File: config.mk
export PLATFORM = sky130hd
export DESIGN_NAME = pic_debug_ctrl
export DESIGN_NICKNAME = d
export VERILOG_FILES = /design/src/rtl/pic_debug_ctrl.sv
export SDC_FILE = /design/constraint.sdc
export NUM_CORES = 1
export LEC_CHECK = 0
export BUFFER_PORTS_ARGS = -buffer_cell sky130_fd_sc_hd__clkbuf_2
export CORE_UTILIZATION = 45
export CTS_CLUSTER_DIAMETER = 100
export CTS_CLUSTER_SIZE = 8
export DETAILED_ROUTE_END_ITERATION = 10
export PLACE_DENSITY = 0.83
export SYNTH_ARGS = -nofsm -noshare
export SYNTH_HDL_FRONTEND = slang
export SYNTH_SLANG_ARGS = --single-unit
File: constraint.sdc
create_clock -name clk -period 1.7 [get_ports clk]
set_input_delay 0.17 -clock clk [delete_from_list [all_inputs] [get_ports clk]]
set_output_delay 0.17 -clock clk [all_outputs]
set_load 0.05 [all_outputs]
File: src/rtl/pic_debug_ctrl.sv
// Run-control sequencer for the PIC16C5x core: halt, run, N-step and one PC breakpoint.
// Optional retired-instruction counter enabled by defining DBG_INST_COUNT_EN.
module pic_debug_ctrl #(
  parameter int PC_WIDTH     = 9,
  parameter int STEP_W       = 8,
  parameter int START_HALTED = 0
) (
  input  logic                clk,
  input  logic                rst,
  input  logic                cmd_valid,
  output logic                cmd_ready,
  input  logic [2:0]          cmd_op,
  input  logic [PC_WIDTH-1:0] cmd_arg,
  input  logic                halt_req,
  input  logic [PC_WIDTH-1:0] pc_in,
  input  logic                inst_done,
  output logic                core_en,
  output logic                halted,
  output logic                bp_hit,
  output logic                step_done,
  output logic [15:0]         inst_count
);

  typedef enum logic [1:0] {
    ST_RUN  = 2'd0,
    ST_HALT = 2'd1,
    ST_STEP = 2'd2
  } state_e;

  localparam state_e     RESET_STATE = (START_HALTED != 0) ? ST_HALT : ST_RUN;
  localparam logic [2:0] OP_HALT     = 3'd1;
  localparam logic [2:0] OP_RUN      = 3'd2;
  localparam logic [2:0] OP_STEP     = 3'd3;
  localparam logic [2:0] OP_SET_BP   = 3'd4;
  localparam logic [2:0] OP_CLR_BP   = 3'd5;

  state_e                state_q, state_d;
  logic [STEP_W-1:0]     step_cnt_q, step_cnt_d;
  logic [PC_WIDTH-1:0]   bp_addr_q, bp_addr_d;
  logic                  bp_en_q, bp_en_d;
  logic                  bp_hit_q, bp_hit_d;
  logic                  step_done_q, step_done_d;

  logic                  cmd_fire_s;
  logic                  counted_s;
  logic                  bp_match_s;
  logic                  step_last_s;
  logic                  resume_s;
  logic [STEP_W-1:0]     step_arg_s;
  logic [STEP_W-1:0]     step_load_s;

  assign core_en     = (state_q == ST_RUN) || (state_q == ST_STEP);
  assign halted      = (state_q == ST_HALT);
  assign cmd_ready   = !halt_req && (state_q != ST_STEP);
  assign bp_hit      = bp_hit_q;
  assign step_done   = step_done_q;

  assign cmd_fire_s  = cmd_valid && cmd_ready;
  assign counted_s   = inst_done && core_en;
  assign bp_match_s  = counted_s && bp_en_q && (pc_in == bp_addr_q);
  assign step_last_s = counted_s && (state_q == ST_STEP) && (step_cnt_q == STEP_W'(1));
  assign resume_s    = cmd_fire_s && (state_q == ST_HALT) &&
                       ((cmd_op == OP_RUN) || (cmd_op == OP_STEP));

  // Step count argument: cast truncates or zero-extends cmd_arg; zero means one step
  always_comb begin
    step_arg_s  = STEP_W'(cmd_arg);
    step_load_s = step_arg_s;
    if (step_arg_s == '0) begin
      step_load_s = STEP_W'(1);
    end else begin
      step_load_s = step_arg_s;
    end
  end

  // Next-state logic: commands, then retirement events, then halt_req on top
  always_comb begin
    state_d     = state_q;
    step_cnt_d  = step_cnt_q;
    bp_addr_d   = bp_addr_q;
    bp_en_d     = bp_en_q;
    bp_hit_d    = bp_match_s;
    step_done_d = step_last_s;

    case (state_q)
      ST_HALT: begin
        if (cmd_fire_s && (cmd_op == OP_RUN)) begin
          state_d = ST_RUN;
        end else if (cmd_fire_s && (cmd_op == OP_STEP)) begin
          state_d    = ST_STEP;
          step_cnt_d = step_load_s;
        end else begin
          state_d = ST_HALT;
        end
      end
      ST_RUN: begin
        if (cmd_fire_s && (cmd_op == OP_HALT)) begin
          state_d = ST_HALT;
        end else if (cmd_fire_s && (cmd_op == OP_STEP)) begin
          state_d    = ST_STEP;
          step_cnt_d = step_load_s;
        end else begin
          state_d = ST_RUN;
        end
      end
      ST_STEP: begin
        if (counted_s) begin
          step_cnt_d = step_cnt_q - STEP_W'(1);
        end else begin
          step_cnt_d = step_cnt_q;
        end
      end
      default: begin
        state_d    = RESET_STATE;
        step_cnt_d = '0;
      end
    endcase

    if (cmd_fire_s && (cmd_op == OP_SET_BP)) begin
      bp_addr_d = cmd_arg;
      bp_en_d   = 1'b1;
    end else if (cmd_fire_s && (cmd_op == OP_CLR_BP)) begin
      bp_en_d = 1'b0;
    end else begin
      bp_en_d = bp_en_q;
    end

    // A halt caused by the retiring instruction wins over a command in the same cycle
    if (halt_req || bp_match_s || step_last_s) begin
      state_d    = ST_HALT;
      step_cnt_d = '0;
    end else begin
      step_cnt_d = step_cnt_d;
    end
  end

  // Control state registers
  always_ff @(posedge clk or posedge rst) begin
    if (rst) begin
      state_q     <= RESET_STATE;
      step_cnt_q  <= '0;
      bp_addr_q   <= '0;
      bp_en_q     <= 1'b0;
      bp_hit_q    <= 1'b0;
      step_done_q <= 1'b0;
    end else begin
      state_q     <= state_d;
      step_cnt_q  <= step_cnt_d;
      bp_addr_q   <= bp_addr_d;
      bp_en_q     <= bp_en_d;
      bp_hit_q    <= bp_hit_d;
      step_done_q <= step_done_d;
    end
  end

`ifdef DBG_INST_COUNT_EN
  logic [15:0] inst_count_q, inst_count_d;

  // Counter restarts whenever execution resumes from HALT
  always_comb begin
    inst_count_d = inst_count_q;
    if (resume_s) begin
      inst_count_d = 16'd0;
    end else if (counted_s) begin
      inst_count_d = inst_count_q + 16'd1;
    end else begin
      inst_count_d = inst_count_q;
    end
  end

  // Retired-instruction counter register
  always_ff @(posedge clk or posedge rst) begin
    if (rst) begin
      inst_count_q <= 16'd0;
    end else begin
      inst_count_q <= inst_count_d;
    end
  end

  assign inst_count = inst_count_q;
`else
  logic unused_s;
  assign unused_s   = resume_s;
  assign inst_count = 16'd0;
`endif

endmodule
==> qor.tcl, run 1 <==
set qor(finalHoldViolCount) 0
set qor(totalPowerFinal_w) 0.00139
set qor(grt_usage) 0.219
set qor(syn_to_final_growth_pct) 31.1
set qor(floorplan.io_pins) 47
set qor(finalWorstPathRequiredPeriod_ns) 1.77
set qor(vias_per_cell) 5.67
set qor(drcViolationCount) 3
set qor(initial_core_utilization) 0.490
set qor(fp.dieW_um) 57.7
set qor(finalNetCount) 219
set qor(synth_enable_flop_cells) 0
set qor(wl_um) 3580
set qor(grt_remaining_overflow) 0
set qor(post-route-worst-setup-slack_ns) -0.0697
set qor(post_detailed_route_count_of_antenna_violating_nets) 0
set qor(std_cell_rows) 19
set qor(min_period_over_period) 1.04
set qor(grt_max_degree) 23
set qor(synth-seq-cells) 22
set qor(fin_skew_ns) 0.0124
set qor(post-place-cells) 214
set qor(yosysUniqueCellTypes) 48
set qor(die-height_um) 57.7
set qor(finish.utilization) 0.642
set qor(clkSlewWorstSetupHoldPaths_ns) 0.14
set qor(crit_path_start_kind) {register}
set qor(slew_violations) 0
set qor(yosys_warnings) 0
set qor(yosys_most_used_dff) {sky130_fd_sc_hd__dfrtp_1}
set qor(swShare) 0.300
set qor(switching_power_w) 0.000418
set qor(static_leakage_power_nw) 0.856
set qor(synth_sequential_area_ratio) 0.394
set qor(mappedNetlistArea_um2) 1400
set qor(setup-tns-final_ns) -0.0904
set qor(drt-pass1-iter-count) 7
set qor(cp_max_fo) 3
set qor(route.detailed.wl_per_inst_um) 16.2
set qor(grt_pass1_vias) 1216
set qor(post_route_cells_drive_above_1_share) 0.453
set qor(internal-power_w) 0.000976
set qor(worst_setup_path_end_kind) {register}
set qor(power.share.combinational) 0.256
set qor(clkLatencyLatePin_ns) 0.32
set qor(grt_first_pass_wirelength_um) 5630
set qor(postSynthCellCount) 141
set qor(core_region_area_um2) 2850
set qor(p_seq_frac) 0.449
set qor(placement.io_buffers) 30
set qor(report.final.setup_viol) 4
set qor(asyncSetResetFlopFracSynth) 1.00
set qor(vdd.ir_drop.worst_v) 0.000601
set qor(critical_setup_path_kind) {reg2reg}
set qor(cts_root_buf) {sky130_fd_sc_hd__clkbuf_4}
set qor(cts_tree) {built}
set qor(fp.dieArea_um2) 3330
set qor(grt_setup_unrepaired) {yes}
set qor(antenna_cells) 0
set qor(post_synth.cell_area_avg_um2) 9.91
set qor(worst_ep_arrival_time_ns) 2.04
set qor(vias) 1252
set qor(power.density_nw_per_um2) 761
set qor(violations) {DRC, setup timing}
set qor(worst_ep_required_time_ns) 1.97
set qor(detail_route.iter0.violations) 52
set qor(clkSinkCount) 22
set qor(pwr-share-clk) 0.294
set qor(cts-buffers-inserted) 3
set qor(post-dp-hpwl_um) 2500
set qor(max_cap_viol_count) 0
set qor(clock_path_buffers) 2
set qor(cts.htree.levels) 1
set qor(result_of_the_run) {complete, but fails checks}
set qor(antenna_found_initial) 0
set qor(layout.cells.non_filler) 221
set qor(worst_hold_path_type) {in2reg}
set qor(gp_congestion) 0.865
set qor(max_clock_freq_ghz) 0.565
-- registers in the layout, summed over array words and instances, names as in the netlist --
signal	cells
bp_addr_q	9
bp_en_q	1
bp_hit	1
state_q	2
step_cnt_q	8
step_done	1
-- placed cells by master, fill, tap and decap left out, drive strengths merged, types with 3 or more instances in the layout --
cell type and instances:
conb 16, a2111oi 5, nor2 10, clkbuf 32, mux2 9, xnor2 9
buf 20, nor4 4, nor2b 3, a211oi 4, dfrtp 22, inv 10
or4 4, o21ai 5
-- metal layers --
| metal | GRT usage | vias up | share of wire | wire length (um) |
|---|---|---|---|---|
| li1 | - | 581 | - | - |
| met3 | 0.0268 | 5 | 0.060 | 214 |
| met4 | 0.0510 | 0 | 0.011 | 39 |
| met5 | 0 | - | 0 | 0 |
| met2 | 0.412 | 73 | 0.51 | 1840 |
| met1 | 0.267 | 593 | 0.41 | 1490 |
-- cell type report --
class | count | area [um2]
clock inverter | 1 | 30.0
fill | 225 | 1020
multi-input combinational | 103 | 831
timing repair buffer | 50 | 317
tap | 31 | 38.8
clock buffer | 3 | 22.5
sequential | 22 | 551
inverter | 11 | 42.5
-- path summary, 6_finish.rpt --
path	cells past startpoint	slack, ns	end	from
hold / removal	2	0.07	bp_addr_q[8]	cmd_arg[8]
hold reg to reg	1	0.50	bp_en_q	bp_en_q
setup / recovery	4	-0.07	step_cnt_q[7]	step_cnt_q[3]
max in group asynchronous	4	1.08	bp_hit	rst
setup reg to reg	4	-0.07	step_cnt_q[7]	step_cnt_q[3]
min in group asynchronous	4	0.38	bp_addr_q[7]	rst
-- metrics by stage --
step                      worst slack, ns  instance area (um2)  hold slack (ns)
after floorplan                   -0.0227                 1470            0.159
after global routing               -0.134                 1830           0.0629
after detailed placement           -0.191                 1640            0.204
final                             -0.0697                 1830           0.0716
after global placement            -0.0753                 1640            0.194
after CTS                         -0.0623                 1780           0.0763
-- what timing repair did --
action	CTS	global route
buffers inserted	2	0
hold buffers	1	0
endpoints found under the setup margin	10	9
endpoints found under the hold margin	22	0
pin swaps	4	1
gates cloned	0	0
gates resized for setup	16	14
-- power by group through the flow --
stage          Clock, W  Combinational (W)  Sequential, W
2_1_floorplan         0           0.000273       0.000626
3_3_place_gp          0           0.000320       0.000632
3_5_place_dp          0           0.000330       0.000637
4_1_cts        0.000413           0.000347       0.000627
5_1_grt        0.000433           0.000384       0.000633
6_report       0.000410           0.000358       0.000627
-- synth_stat cells (2+ instances only) --
library cell	instances	area share
sky130_fd_sc_hd__nor2_1	9	0.024
sky130_fd_sc_hd__xnor2_1	9	0.056
sky130_fd_sc_hd__nand4_1	2	0.0090
sky130_fd_sc_hd__a2111oi_0	5	0.031
sky130_fd_sc_hd__nand2_1	2	0.0054
sky130_fd_sc_hd__mux2_2	9	0.073
sky130_fd_sc_hd__inv_1	10	0.027
sky130_fd_sc_hd__nand2b_1	2	0.0090
sky130_fd_sc_hd__nor4_1	3	0.013
sky130_fd_sc_hd__nor2b_1	3	0.013
sky130_fd_sc_hd__buf_2	3	0.011
sky130_fd_sc_hd__or4_1	3	0.016
sky130_fd_sc_hd__buf_4	16	0.086
sky130_fd_sc_hd__nand3_1	2	0.0072
sky130_fd_sc_hd__o21ai_0	4	0.014
sky130_fd_sc_hd__ha_1	2	0.018
sky130_fd_sc_hd__dfrtp_1	22	0.39
sky130_fd_sc_hd__a21oi_1	2	0.0072
sky130_fd_sc_hd__a211oi_1	4	0.021
-- critical path: stages, from the launching register on --
cell	delay (ns)
sky130_fd_sc_hd__dfrtp_1	0.42
sky130_fd_sc_hd__or4_4	0.53
sky130_fd_sc_hd__or4_4	0.50
sky130_fd_sc_hd__o2111ai_2	0.08
sky130_fd_sc_hd__o2111a_1	0.20
-- logic make-up after synthesis --
group	after synthesis	synth area share
other	1	0.00268
muxes	9	0.0725
and+or+nand+nor	39	0.174
buffers and inverters	31	0.129
xor gates and xnor gates	10	0.0627
AOI/OAI and AO/OA	27	0.148
DFF	22	0.394
adders and majority gates	2	0.0179
No activity file was read; power rests on OpenSTA's default activity.
==> inputs of run 2 (changes only) <==
CELL_PAD_IN_SITES_DETAIL_PLACEMENT = 0   (was default)
CELL_PAD_IN_SITES_GLOBAL_PLACEMENT = 1   (was default)
CORE_UTILIZATION = 33   (was 45)
PLACE_DENSITY = 0.82   (was 0.83)
==> run 2 against run 1 <==
- total power increased by 5.3%
- global-route usage is 6.3 points lower
- fmax fell by 1.4%
- highest routed layer unchanged
- largest cell class unchanged
- combinational power decreased by 3%
- the flow finishes with violations (setup timing)
- sequential power about the same
- wire length down 7.1%
- cell area up 3.1%
- flip-flop and latch count unchanged
==> qor.tcl, run 2 (synthesis gave the netlist of run 1 again) <==
set qor(clock_path_buffers) 2
set qor(worst_setup_path_end_kind) {register}
set qor(post-place-cells) 238
set qor(route.detailed.wl_per_inst_um) 13.4
set qor(path_buf_inv) 0
set qor(slew_violations) 0
set qor(wl_um) 3330
set qor(vdd.ir_drop.worst_v) 0.000407
set qor(cts.htree.levels) 1
set qor(max_cap_viol_count) 0
set qor(min_period_over_period) 1.06
set qor(cts_root_buf) {sky130_fd_sc_hd__clkbuf_8}
set qor(grt_setup_unrepaired) {yes}
set qor(finalInstanceArea_um2) 1890
set qor(grt_max_degree) 23
set qor(core_region_area_um2) 4030
set qor(fp.dieArea_um2) 4500
set qor(critical_path.max_stage_delay_ns) 0.56
set qor(cts-buffers-inserted) 3
set qor(most_frequent_cells_in_the_layout) {sky130_fd_sc_hd__clkbuf_2 (30), sky130_fd_sc_hd__buf_4 (26), sky130_fd_sc_hd__dfrtp_1 (21), sky130_fd_sc_hd__conb_1 (16)}
set qor(antenna_cells) 0
set qor(placement.io_buffers) 30
set qor(worst_hold_path_type) {in2reg}
set qor(finalNetCount) 227
set qor(flip_flop_count_of_the_largest_register_after_layout) 9
set qor(max_clock_freq_ghz) 0.557
set qor(violations) {setup timing}
set qor(grt_usage) 0.156
set qor(vias) 1206
set qor(result_of_the_run) {complete, but fails checks}
set qor(drt-pass1-iter-count) 4
set qor(post-dp-hpwl_um) 2460
set qor(grt_remaining_overflow) 0
set qor(initial_core_utilization) 0.347
set qor(critical_path.most_common_cell) {sky130_fd_sc_hd__or4_4}
set qor(post-route-worst-setup-slack_ns) -0.0951
set qor(grt_pass1_vias) 1113
set qor(detail_route.iter0.violations) 46
set qor(layout_commonest_cell) {sky130_fd_sc_hd__clkbuf_2}
set qor(vias_per_cell) 4.86
set qor(clkSinkCount) 22
set qor(worst_ep_required_time_ns) 1.90
set qor(worst_ep_arrival_time_ns) 1.99
set qor(drcViolationCount) 0
set qor(nFillCells) 402
set qor(post_detailed_route_count_of_antenna_violating_nets) 0
set qor(critical_path.slowest_cell) {sky130_fd_sc_hd__or4_4}
set qor(post_route_cells_drive_above_1_share) 0.444
set qor(met1Wirelength_um) 1530
set qor(fp.dieW_um) 67.1
set qor(die-height_um) 67.1
set qor(maxUsedRoutingLayer) {met4}
set qor(report.final.setup_viol) 1
set qor(grt_first_pass_wirelength_um) 5240
set qor(syn_to_final_growth_pct) 35.1
set qor(floorplan.io_pins) 47
set qor(antenna_found_initial) 0
set qor(dpl_cell_area_um2) 1700
set qor(clkLatencyLatePin_ns) 0.27
set qor(power.density_nw_per_um2) 778
set qor(cp_max_fo) 3
set qor(largest_register) {bp_addr_q}
set qor(dr_wl_met2_um) 1580
set qor(finalWorstPathRequiredPeriod_ns) 1.80
set qor(fin_skew_ns) 0.00910
set qor(critical_setup_path_kind) {reg2reg}
set qor(gp_congestion) 0.805
set qor(layout.cells.non_filler) 248
set qor(met3_length_um) 188
set qor(seqCellArea_um2) 552
set qor(cts_tree) {built}
set qor(biggestRegsByFlops) {bp_addr_q: 9 flops, step_cnt_q: 8 flops, state_q: 2 flops}
set qor(critical_path.cell_chain) {or4_4 > or4_4 > o2111ai_2 > o2111a_1}
set qor(static_leakage_power_nw) 0.881
set qor(finalHoldViolCount) 0
set qor(clkSlewWorstSetupHoldPaths_ns) 0.09
set qor(std_cell_rows) 23
set qor(multiInputGateArea_um2) 797
set qor(cpLargestDelayFamily) {simple AND/OR/NAND/NOR gates}
set qor(crit_path_start_kind) {register}
## run 2: through the flow
stage	setup TNS, ns	utilization	hold WS, ns	worst slack (ns)	power [W]
CTS	-0.0946	0.455	0.140	-0.0924	0.00147
detailed placement	-0.996	0.422	0.201	-0.143	0.000970
floorplan	-0.0227	-	0.159	-0.0227	0.000900
finish	-0.0951	0.469	0.142	-0.0951	0.00147
global route	-0.362	0.469	0.136	-0.124	0.00153
global placement	-0.669	0.422	0.199	-0.101	0.000963
## run 2: power by group
group | switching [W] | internal, W | leakage [nW]
sequential | 0.0000425 | 0.000584 | 0.283
combinational | 0.000195 | 0.000154 | 0.563
clock | 0.000180 | 0.000315 | 0.0357
## run 2: repair_timing
| action | 4_1_cts | 5_1_grt |
|---|---|---|
| gates cloned | 0 | 1 |
| resized for setup | 12 | 8 |
| hold buffers | 1 | 0 |
| endpoints found under the setup margin | 9 | 8 |
| endpoints found under the hold margin | 22 | 0 |
| buffers inserted | 1 | 3 |
| pin swaps | 4 | 4 |
## run 2: worst paths after layout
path	endpoint	depth (start not counted)	slack [ns]	from
worst max-delay path	step_cnt_q[7]	4	-0.1	step_cnt_q[5]
worst min-delay path	bp_addr_q[8]	2	0.14	cmd_arg[8]
worst max register to register	step_cnt_q[7]	4	-0.1	step_cnt_q[5]
worst min register to register	bp_en_q	1	0.50	bp_en_q
max in group asynchronous	state_q[1]	4	0.99	rst
min in group asynchronous	bp_addr_q[5]	4	0.45	rst
## run 2: cell type report
cell class / instances / area share
inverter: 11 / 0.0239
clock buffer: 3 / 0.0219
timing repair inverter: 1 / 0.00265
multi-input combinational: 103 / 0.422
sequential: 22 / 0.292
timing repair buffer: 57 / 0.188
tap: 50 / 0.0331
clock inverter: 1 / 0.0159
## run 2: per-layer routing
metal	track usage	up-vias
li1	-	592
met1	0.207	559
met2	0.260	51
met3	0.0257	4
met4	0.0399	0
met5	0	-
==> inputs of run 3 (changes only) <==
CORE_UTILIZATION = 40   (was 33)
PLACE_DENSITY = 0.92   (was 0.82)
clock period = 2.2 ns   (was 1.7 ns; I/O delays follow)
==> run 3 against run 2 <==
- the run now ends clean
- clock-buffer cell count unchanged
- largest cell class unchanged
- critical path depth unchanged
- register-to-register slack gained 0.37 ns
- combinational power is 31% lower
- non-clock buffer count down 25
- first-iteration DRC count up 43%
- global-route usage grew 2.1 points
- critical path type is now reg2out
- worst hold slack got worse by 0.10 ns
- wire length decreased by 7.3%
- flip-flop and latch count did not move
- sequential power is 22% lower
==> qor.tcl, run 3 (synthesis gave the netlist of run 1 again) <==
set qor(grt_first_pass_wirelength_um) 4760
set qor(vias_per_cell) 5.21
set qor(syn_to_final_growth_pct) 12.1
set qor(totalPowerFinal_w) 0.000906
set qor(detail_route.iter0.violations) 66
set qor(gp_congestion) 0.890
set qor(grt_pass1_vias) 1069
set qor(fp.dieW_um) 61.1
set qor(min_period_over_period) 0.880
set qor(grt_setup_unrepaired) {no}
set qor(static_leakage_power_nw) 0.715
set qor(regToRegStartpoint) {step_cnt_q[1]}
set qor(initial_core_utilization) 0.419
set qor(biggestRegsByFlops) {bp_addr_q: 9 flops, step_cnt_q: 8 flops, state_q: 2 flops}
set qor(grt_remaining_overflow) 0
set qor(setup-tns-final_ns) 0
set qor(cts_root_buf) {sky130_fd_sc_hd__clkbuf_4}
set qor(clock_path_buffers) 2
set qor(nFillCells) 328
set qor(vdd.ir_drop.worst_v) 0.000231
set qor(clkLatencyLatePin_ns) 0.31
set qor(timing.hold.ws_ns) 0.0376
set qor(die-height_um) 61.1
set qor(post_cts_buffers) 0
set qor(max_cap_viol_count) 0
set qor(post-dp-hpwl_um) 2430
set qor(worst_setup_path_end_kind) {output pin}
set qor(grt_max_degree) 23
set qor(worst_ep_arrival_time_ns) 1.72
set qor(worst_setup_slack_for_register_to_register_paths_ns) 0.27
set qor(post_route_cells_drive_above_1_share) 0.292
set qor(finalInstanceArea_um2) 1570
set qor(vias) 1131
set qor(drcViolationCount) 0
set qor(drt-pass1-iter-count) 4
set qor(worst_hold_path_type) {in2async}
set qor(clkSinkCount) 22
set qor(finalNetCount) 201
set qor(max_clock_freq_ghz) 0.517
set qor(regToRegEndpoint) {step_cnt_q[5]}
set qor(placement.io_buffers) 30
set qor(slew_violations) 0
set qor(finalHoldViolCount) 0
set qor(layout.cells.non_filler) 217
set qor(report.final.setup_viol) 0
set qor(result_of_the_run) {completed}
set qor(fp.dieArea_um2) 3730
set qor(cts.htree.levels) 1
set qor(clkSlewWorstSetupHoldPaths_ns) 0.12
set qor(wl_um) 3090
set qor(core_region_area_um2) 3340
set qor(grt_usage) 0.177
set qor(maxSlewHeadroom) 0.429
set qor(worst_ep_required_time_ns) 1.98
set qor(cts_tree) {built}
set qor(antenna_found_initial) 0
set qor(post_detailed_route_count_of_antenna_violating_nets) 0
set qor(floorplan.io_pins) 47
set qor(cts-buffers-inserted) 3
set qor(dpl_cell_area_um2) 1540
set qor(most_frequent_cells_in_the_layout) {sky130_fd_sc_hd__clkbuf_2 (30), sky130_fd_sc_hd__dfrtp_1 (22), sky130_fd_sc_hd__conb_1 (16), sky130_fd_sc_hd__inv_1 (10)}
set qor(layout_commonest_cell) {sky130_fd_sc_hd__clkbuf_2}
set qor(flip_flop_count_of_the_largest_register_after_layout) 9
set qor(rr_worst_depth) 6
set qor(critical_setup_path_kind) {reg2out}
set qor(std_cell_rows) 21
set qor(power.density_nw_per_um2) 579
set qor(crit_path_launch) {state_q[1]}
set qor(largest_register) {bp_addr_q}
set qor(antenna_cells) 0
set qor(fin_skew_ns) 0.0105
set qor(tightest_slew_ns) 0.855
set qor(route.detailed.wl_per_inst_um) 14.2
set qor(post-place-cells) 214
set qor(cp_max_fo) 11
set qor(finalWorstPathRequiredPeriod_ns) 1.94
set qor(crit_path_start_kind) {register}
[run 3: cell types whose count changed in the layout (fill, tap and decap cells not counted), sizes merged]
cell,delta
clkinvlp,-2
buf,-24
dlygate4sd3,-1
clkinv,+1
bufinv,-1
[run 3: cell type report]
cell class                 count  area (um2)  share of cell area
multi-input combinational    103         729               0.466
sequential                    22         551               0.351
timing repair buffer          32         165               0.105
tap                           46        57.6              0.0367
inverter                      11        41.3              0.0264
clock buffer                   3        22.5              0.0144
[run 3: worst max-delay path by stage]
stage                          endpoint  slack (ns)
after floorplan           step_cnt_q[7]        0.46
after global placement    step_cnt_q[1]        0.31
after detailed placement  step_cnt_q[6]        0.21
after CTS                 step_cnt_q[6]        0.24
after global routing      step_cnt_q[6]        0.13
final                         cmd_ready        0.26
[run 3: worst max-delay path, cell delays in order, from the launching register on]
cell	delay (ns)
sky130_fd_sc_hd__dfrtp_1	0.55
sky130_fd_sc_hd__nor2b_1	0.38
sky130_fd_sc_hd__buf_4	0.20
sky130_fd_sc_hd__nor2_1	0.04
sky130_fd_sc_hd__clkbuf_2	0.23
[run 3: timing repair]
action / in CTS / in global routing
resized for setup: 0 / 1
endpoints found under the setup margin: 0 / 1
hold endpoints to repair: 0 / 0
hold buffers: 0 / 0
[run 3: per-stage QoR]
stage	setup slack, ns	utilization
3_3_place_gp	0.315	0.461
2_1_floorplan	0.459	-
4_1_cts	0.237	0.468
5_1_grt	0.134	0.469
6_report	0.264	0.469
3_5_place_dp	0.211	0.461
[run 3: routing by layer]
metal / track usage / vias up / routed length, um
met2: 0.295 / 52 / 1520
met5: 0 / - / 0
met4: 0.101 / 0 / 61
met1: 0.223 / 536 / 1330
li1: - / 538 / -
met3: 0.0210 / 5 / 176
[run 3: power breakdown]
group	switching [W]	leakage, nW	internal (W)
combinational	0.000142	0.416	0.0000973
clock	0.000117	0.0138	0.0000641
sequential	0.0000347	0.285	0.000451
total	0.000294	0.715	0.000612
